**src/rtl/sc_io_pkg.sv**
```systemverilog
// rtl/sc_io_pkg.sv - shared I/O map constants and key bit layout for the key input path
package sc_io_pkg;

  localparam logic [31:0] KEY1_ADDR    = 32'h8000_0000;
  localparam logic [31:0] KEY2_ADDR    = 32'h8000_0004;
  localparam logic [31:0] KEY3_ADDR    = 32'h8000_0008;
  localparam logic [31:0] DISPLAY_ADDR = 32'h8000_000C;

  localparam int KEY1_IDX = 0;
  localparam int KEY2_LSB = 1;
  localparam int KEY3_LSB = 5;
  localparam int NUM_KEYS = 9;

  // Level a released pin sits at, so the synchroniser resets to "not pressed".
  function automatic logic raw_idle_level(input bit active_low);
    return active_low ? 1'b1 : 1'b0;
  endfunction

endpackage

```
**src/rtl/sc_debounce_bit.sv**
```systemverilog
// rtl/sc_debounce_bit.sv - one key: 2-FF synchroniser, debounce counter, stable level and press pulse
module sc_debounce_bit
  import sc_io_pkg::*;
#(
  parameter int DEBOUNCE_CYCLES = 50000,
  parameter bit ACTIVE_LOW      = 1'b1,
  parameter int CNT_W           = $clog2(DEBOUNCE_CYCLES)
) (
  input  logic clk_i,
  input  logic rst_i,
  input  logic raw_i,
  output logic level_o,
  output logic pulse_o
);

  localparam logic             RAW_IDLE = raw_idle_level(ACTIVE_LOW);
  localparam logic [CNT_W-1:0] CNT_LAST = CNT_W'(DEBOUNCE_CYCLES - 1);

  logic             sync1_q, sync2_q;
  logic             stable_q, stable_d;
  logic             pulse_q, pulse_d;
  logic [CNT_W-1:0] cnt_q, cnt_d;
  logic             s;

  assign s = ACTIVE_LOW ? ~sync2_q : sync2_q;

  // Counter only advances while s disagrees; any agreement restarts the qualification window.
  always_comb begin
    stable_d = stable_q;
    cnt_d    = '0;
    pulse_d  = 1'b0;
    if (s != stable_q) begin
      if (cnt_q == CNT_LAST) begin
        stable_d = s;
        pulse_d  = s;
      end else begin
        cnt_d = cnt_q + CNT_W'(1);
      end
    end
  end

  always_ff @(posedge clk_i or posedge rst_i) begin
    if (rst_i) begin
      sync1_q  <= RAW_IDLE;
      sync2_q  <= RAW_IDLE;
      stable_q <= 1'b0;
      cnt_q    <= '0;
      pulse_q  <= 1'b0;
    end else begin
      sync1_q  <= raw_i;
      sync2_q  <= sync1_q;
      stable_q <= stable_d;
      cnt_q    <= cnt_d;
      pulse_q  <= pulse_d;
    end
  end

  assign level_o = stable_q;
  assign pulse_o = pulse_q;

endmodule

```
**src/rtl/sc_key_debouncer.sv**
```systemverilog
// rtl/sc_key_debouncer.sv - debounces key1/key2/key3 pins into levels and press pulses for the memory controller
module sc_key_debouncer
  import sc_io_pkg::*;
#(
  parameter int DEBOUNCE_CYCLES = 50000,
  parameter bit ACTIVE_LOW      = 1'b1,
  parameter int CNT_W           = $clog2(DEBOUNCE_CYCLES)
) (
  input  logic       clock,
  input  logic       reset,
  input  logic       raw_key1,
  input  logic [3:0] raw_key2,
  input  logic [3:0] raw_key3,
  output logic       key1,
  output logic [3:0] key2,
  output logic [3:0] key3,
  output logic [8:0] key_pressed
);

  logic [NUM_KEYS-1:0] raw_all;
  logic [NUM_KEYS-1:0] level_all;

  // Packing order matches key_pressed so one index serves levels and pulses.
  assign raw_all = {raw_key3, raw_key2, raw_key1};

  for (genvar i = 0; i < NUM_KEYS; i++) begin : g_bit
    sc_debounce_bit #(
      .DEBOUNCE_CYCLES(DEBOUNCE_CYCLES),
      .ACTIVE_LOW     (ACTIVE_LOW),
      .CNT_W          (CNT_W)
    ) u_bit (
      .clk_i  (clock),
      .rst_i  (reset),
      .raw_i  (raw_all[i]),
      .level_o(level_all[i]),
      .pulse_o(key_pressed[i])
    );
  end

  assign key1 = level_all[KEY1_IDX];
  assign key2 = level_all[KEY2_LSB +: 4];
  assign key3 = level_all[KEY3_LSB +: 4];

endmodule

```
**config.mk**
```make
export PLATFORM = sky130hd
export DESIGN_NAME = sc_key_debouncer
export DESIGN_NICKNAME = d
export VERILOG_FILES = /design/src/rtl/sc_io_pkg.sv /design/src/rtl/sc_debounce_bit.sv /design/src/rtl/sc_key_debouncer.sv
export SDC_FILE = /design/constraint.sdc
export NUM_CORES = 1
export LEC_CHECK = 0
export CORE_MARGIN = 2
export CORE_UTILIZATION = 45
export DETAILED_ROUTE_END_ITERATION = 8
export GPL_TIMING_DRIVEN = 0
export PLACE_DENSITY = 0.62
export SETUP_SLACK_MARGIN = 0.2
export SLEW_MARGIN = 20
export SYNTH_ARGS = -nofsm -noshare
export SYNTH_HDL_FRONTEND = slang
export SYNTH_HIERARCHICAL = 1
export SYNTH_SLANG_ARGS = --single-unit
```
**constraint.sdc**
```tcl
create_clock -name clock -period 1.6 [get_ports clock]
set_clock_uncertainty 0.05 [all_clocks]
set_input_delay 0.32 -clock clock [delete_from_list [all_inputs] [get_ports clock]]
set_output_delay 0.32 -clock clock [all_outputs]
set_load 0.01 [all_outputs]
```
==> Word-level counts from Yosys, hierarchy flattened <==
Index checks and enable logic that the tools add are counted.
{ "totals": {"regBits": 180, "out_inout_bits": 18, "word_cells": 126} }
{ "classes": {"add_sub_neg": 9, "eq_ne": 18, "n_mux": 36, "bitwise": 9, "n_reduce_logical": 9} }
{ "op_table": {"columns": ["op", "count"], "rows": [
  ["2-to-1 mux 16 bit", 18],
  ["adder 16 x 1 -> 16 bit, second input constant", 9],
  ["equality test 16 bit, second input constant", 9],
  ["2-to-1 mux 1 bit", 18],
  ["AND reduction 2 bit", 9],
  ["inequality test 1 bit", 9],
  ["inverter 1 bit", 9]
]} }

==> Depth between registers and ports, before layout <==
{ "depth": {"ltp_word": 3, "mapped_depth": 6, "ltp_nobuf": 5} }

==> Hierarchy <==
The synthesis kept the hierarchy.
{ "modules_own_cells": {"columns": ["module", "instances", "cells_per_inst", "area_each_um2", "seq_area_each_um2"], "rows": [
  ["sc_debounce_bit", 9, 87, 933.4, 503.0]
]} }

==> Worst setup path before layout <==
Ideal clock, no wire load.
{ "synth_timing": {"kind": "reg2reg", "start": "reg g_bit[0].u_bit.cnt_q[0]", "end": "reg g_bit[0].u_bit.cnt_q[14]", "t_arrival_ns": 1.286, "required_ns": 1.431, "slack_ns": 0.145, "path_stages_with_launch": 7, "n_path_buf": 1, "path_cell_list": "dfrtp_1 ha_1 and3_1 nand4_1 nand2_2 buf_6 nor2_1"} }
{ "synth_between": {"elab_chain_cells": 3, "word_cells_on_any_way": 4, "cone_classes": "add/sub: 1; eq/ne: 1; mux: 2"} }
{ "synth_lines": {"columns": ["item", "line_no", "source"], "rows": [
  ["start, declared", "sc_debounce_bit.sv:22", "logic [CNT_W-1:0] cnt_q, cnt_d;"],
  ["start signal, assigned", "sc_debounce_bit.sv:53", "cnt_q <= cnt_d;"],
  ["adder 16 x 1 -> 16 bit / equality test 16 bit (equally long branches)", "sc_debounce_bit.sv:37, sc_debounce_bit.sv:33", null],
  ["2-to-1 mux 16 bit (*)", "sc_debounce_bit.sv:33", "if (cnt_q == CNT_LAST) begin"],
  ["2-to-1 mux 16 bit (*)", "sc_debounce_bit.sv:32", "if (s != stable_q) begin"],
  ["named net g_bit[0].u_bit.cnt_d[14]", "sc_debounce_bit.sv:22", null]
]} }
The timed path passes the listed nets; every way through them passes the cells marked *.
A chain may end at the register's enable or synchronous reset.

==> Final worst setup path <==
{ "layout_timing": {"start": "reg g_bit[1].u_bit.cnt_q[4]", "end": "reg g_bit[1].u_bit.cnt_q[12]"} }
{ "layout_between": {"elab_chain_cells": 3, "word_cells_on_any_way": 4, "cone_classes": "add/sub: 1; eq/ne: 1; mux: 2"} }
{ "layout_lines": {"columns": ["item", "line_no"], "rows": [
  ["start, declared", "sc_debounce_bit.sv:22"],
  ["start signal, assigned", "sc_debounce_bit.sv:53"],
  ["adder 16 x 1 -> 16 bit / equality test 16 bit (equally long branches)", "sc_debounce_bit.sv:37, sc_debounce_bit.sv:33"],
  ["2-to-1 mux 16 bit (*)", "sc_debounce_bit.sv:33"],
  ["2-to-1 mux 16 bit (*)", "sc_debounce_bit.sv:32"],
  ["named net g_bit[1].u_bit.cnt_d[12]", "sc_debounce_bit.sv:22"]
]} }
Marked as above.

==> results.env <==
R2R_SETUP_SLACK_NS=-0.008
TOTAL_POWER_mW=9.99
FINAL_ANTENNA_NET_COUNT=0
TOP_SIGNAL_LAYER_USED='met4'
VIA_COUNT=6456
POST_SYN_INSTANCES=783
GRT-OVFL-TOTAL=0
SYNTHESIS.AREA_MM2=0.00840
YS_WARN_COUNT=6
VIAS_IN_THE_FIRST_GLOBAL_ROUTE=6873
FAILING_CHECKS='setup timing'
FP.COREAREA_MM2=0.0181
WORST-SLEW-PIN-TRANSITION_NS=0.784
CTS.REPORTEDPATHS.CLKPINSLEW_NS=0.07
CTS.HTREE.LEVELS=4
INITIAL_CORE_UTIL_PCT=46.3
CLOCK_SINKS=180
NETLIST.TOP_CELL.BY_AREA='sky130_fd_sc_hd__dfrtp_1'
RR_STARTPOINT='g_bit[1].u_bit/cnt_q[4]'
PLACE.PORT_BUFFERS=28
FINAL_CYCLE_SHARE_PCT=100
GRT_MAX_DEGREE=21
PREDOMINANT_POST_SYNTHESIS_FLOP_CELL='sky130_fd_sc_hd__dfrtp_1'
HOLD_VIOL_FINAL=0
MIN_DELAY_WORST_ENDPOINT='g_bit[4].u_bit/sync1_q'
MAXCLOCKFREQUENCY_MHz=622
DRC_ERRORS=0
CTS_TREE='done'
CAP_VIOLATIONS=0
SLEW_VIOLATIONS=0
WORST_SLACK_NS=-0.00773
SYNTH.NET_COUNT=803
MET1WIRELENGTH_UM=8180
WORST_R2R_DST='g_bit[1].u_bit/cnt_q[12]'
CRITICAL_PATH_REQUIRED_NS=1.87
P_PER_AREA_mW_PER_MM2=817
OUTCOME='finished with violations'
SYNTHTOPCELLSBYCOUNT='sky130_fd_sc_hd__dfrtp_1 (162), sky130_fd_sc_hd__nor2_1 (135), sky130_fd_sc_hd__xnor2_1 (117)'
MET2_ROUTED_WL_UM=11100
HPWLAFTERDP_UM=10300
ROUTED_WL_UM=20100
YS_TOP_CELLS_BY_AREA='sky130_fd_sc_hd__dfrtp_1 (48%), sky130_fd_sc_hd__xnor2_1 (12%), sky130_fd_sc_hd__nor2_1 (6.0%)'
SETUP.WORST_PATH.END_CLASS='flip-flop'
CRITPATHKIND='flip-flop to flip-flop'
DIEAREA_MM2=0.0198
SEQ_AREA_FRAC_SYNTH_PCT=53.9
POSTSYNTHREGISTERBITS=180
MAX-SLEW-MARGIN-REL_PCT=47.7
YOSYS.CELL_TYPES.COUNT=22
GRT_ANTENNA_BEFORE_REPAIR=0
ROUTEDWLPERCELL_UM=16.6
FINAL_PERIOD_MINUS_WORST_SETUP_SLACK_NS=1.61
FINAL_LAYOUT_SIZE_SUFFIX_GT1_SHARE_PCT=53.5
GLOBALPLACE.CONGESTION=0.837
WORST_HOLD_PATH.NUM_CELLS=1
DRT-VIAS-PER-INSTANCE=5.34
HOLD_PATH_CLASS='input port to flip-flop'
CRIT_ARRIVAL_NS=1.88
CTS.PATH.MAX_BUFFERS=2
CLOCK-ROOT-BUFFER='sky130_fd_sc_hd__clkbuf_16'
R2R_CELLS=5
GLOBAL_ROUTE_WIRE_LENGTH_BEFORE_REPAIR_UM=32300
GLOBAL_ROUTE.USAGE.TOTAL_PCT=20.0
DIE_X_UM=141
ASYNCSETRESETFLOPFRACSYNTH_PCT=100
CLK_LATENCY_NS=0.43
FIRSTDRTPASSITERS=4
ANTENNADIODECOUNT=0
CTS_MADE_BUFFERS=17
SYN_TO_FINAL_GROWTH_PCT=45.6
SETUP_VIOLATIONS=8
STD_CELL_ROWS=49
SYNTH_LARGEST_TYPE_AREA_FRACTION_PCT=48.3
SYNTH.AVG_CELL_AREA_UM2=10.7
SYNTHMOSTINSTANTIATEDCELL='sky130_fd_sc_hd__dfrtp_1'
DIE_Y_UM=141
CRIT_PATH_START_KIND='flip-flop'
IR_DROP_mV=0.707
LAYOUT.CORE_UTILIZATION_PCT=67.4
WORST_HOLD_STARTPOINT='raw_key2[3]'
NNETSFINAL=987
POWER.STATIC_LEAKAGE_nW=4.70
IO_PINS=29
DETAIL_ROUTE.ITER0.VIOLATIONS=258
SETUP_REPAIR_AFTER_GLOBAL_ROUTING_MISSED_ITS_MARGIN='yes'
WL_MET3_UM=463
SYNTH-EDFF-COUNT=0
CRIT_PATH_MAX_FANOUT=5
## cells in the final DEF, fill, tap and decap left out, types with 10 or more instances in the layout
cell type / n
sky130_fd_sc_hd__dfrtp_1: 128
sky130_fd_sc_hd__xnor2_1: 114
sky130_fd_sc_hd__buf_4: 106
sky130_fd_sc_hd__nor2_2: 73
sky130_fd_sc_hd__nor2_4: 46
sky130_fd_sc_hd__inv_1: 36
sky130_fd_sc_hd__buf_6: 35
sky130_fd_sc_hd__nor2_1: 34
sky130_fd_sc_hd__dfrtp_2: 34
sky130_fd_sc_hd__nand3_1: 30
sky130_fd_sc_hd__nand4_1: 27
sky130_fd_sc_hd__nor4_2: 25
sky130_fd_sc_hd__nand2_1: 22
sky130_fd_sc_hd__nor3_1: 22
sky130_fd_sc_hd__dfstp_2: 18
sky130_fd_sc_hd__clkbuf_16: 17
sky130_fd_sc_hd__and3_4: 16
sky130_fd_sc_hd__buf_2: 16
sky130_fd_sc_hd__xor2_1: 15
sky130_fd_sc_hd__nand2_2: 14
sky130_fd_sc_hd__nand3_2: 14
sky130_fd_sc_hd__nor4_4: 14
sky130_fd_sc_hd__nand3_4: 10
sky130_fd_sc_hd__nor3_2: 10
sky130_fd_sc_hd__clkdlybuf4s50_1: 10
## power breakdown
part | switching (mW) | internal [mW] | total [mW]
sequential | 0.0965 | 4.65 | 4.74
combinational | 0.353 | 0.299 | 0.652
clock | 1.78 | 2.81 | 4.59
## metrics by stage
step                cell area [um2]  std cells  hold WS [ns]  setup WS [ns]  setup TNS (ns)
finish                        12200       1209         0.246       -0.00773         -0.0315
detailed placement             9030       1040         0.297         -0.265          -51.51
CTS                           11200       1192         0.226          0.124               0
floorplan                      8470        783         0.232          0.155               0
global placement               9030       1040         0.297         -0.201          -37.68
global route                  12200       1209         0.232        -0.0741           -2.16
## final cells by class
class	count	area (um2)
multi-input cells	558	5120
well taps	229	287
repair buffers	165	1350
inverters	36	135
flip-flops and latches	180	4570
fillers	1246	5920
clock inverters	13	206
clock buffers	19	443
plain buffers	9	116
## how the worst max path moves through the flow
stage,from,end,slack [ns]
6_report,g_bit[1].u_bit/cnt_q[4],g_bit[1].u_bit/cnt_q[12],-0.008
5_1_grt,g_bit[1].u_bit/cnt_q[4],g_bit[1].u_bit/cnt_q[12],-0.07
4_1_cts,reset,g_bit[6].u_bit/cnt_q[10],0.12
3_5_place_dp,reset,g_bit[6].u_bit/pulse_o,-0.26
3_3_place_gp,reset,g_bit[5].u_bit/level_o,-0.20
2_1_floorplan,g_bit[1].u_bit/cnt_q[0],g_bit[1].u_bit/cnt_q[14],0.16
## cell families (layout without fill, tap and decap cells)
group	count (synthesis)	in the layout	synth area share [%]
adder cells (fa/ha/maj)	9	9	1.34
AO/OA/AOI/OAI	9	9	0.536
flip-flops	180	180	53.9
AND/OR/NAND/NOR	405	405	27.3
buffers and inverters	45	242	2.82
XOR/XNOR	135	135	14.1
## repair_timing
| action | CTS | global route |
|---|---|---|
| hold endpoints to repair | 0 | 0 |
| gates cloned | 9 | 0 |
| hold buffers | 0 | 0 |
| pin swaps | 127 | 75 |
| setup buffers | 111 | 17 |
| endpoints found under the setup margin | 212 | 345 |
| resized for setup | 242 | 210 |
## flip-flops by register name (all words and copies together) (netlist names)
name / flops
g_bit.u_bit/cnt_q: 144
g_bit.u_bit/level_o: 9
g_bit.u_bit/pulse_o: 9
g_bit.u_bit/sync1_q: 9
g_bit.u_bit/sync2_q: 9
## worst max-delay path: stages, from the launching register on
cell and delay (ns):
sky130_fd_sc_hd__dfrtp_2 0.44, sky130_fd_sc_hd__nor4b_4 0.32, sky130_fd_sc_hd__nand4_1 0.26, sky130_fd_sc_hd__nand2_2 0.23, sky130_fd_sc_hd__buf_6 0.17, sky130_fd_sc_hd__nor2_2 0.04
## routing by layer
layer	track usage, %	vias up
met5	0	-
met4	7.16	0
met3	4.28	29
met2	35.6	87
met1	23.8	3278
li1	-	3062
Power figures use the tool's default switching activity.
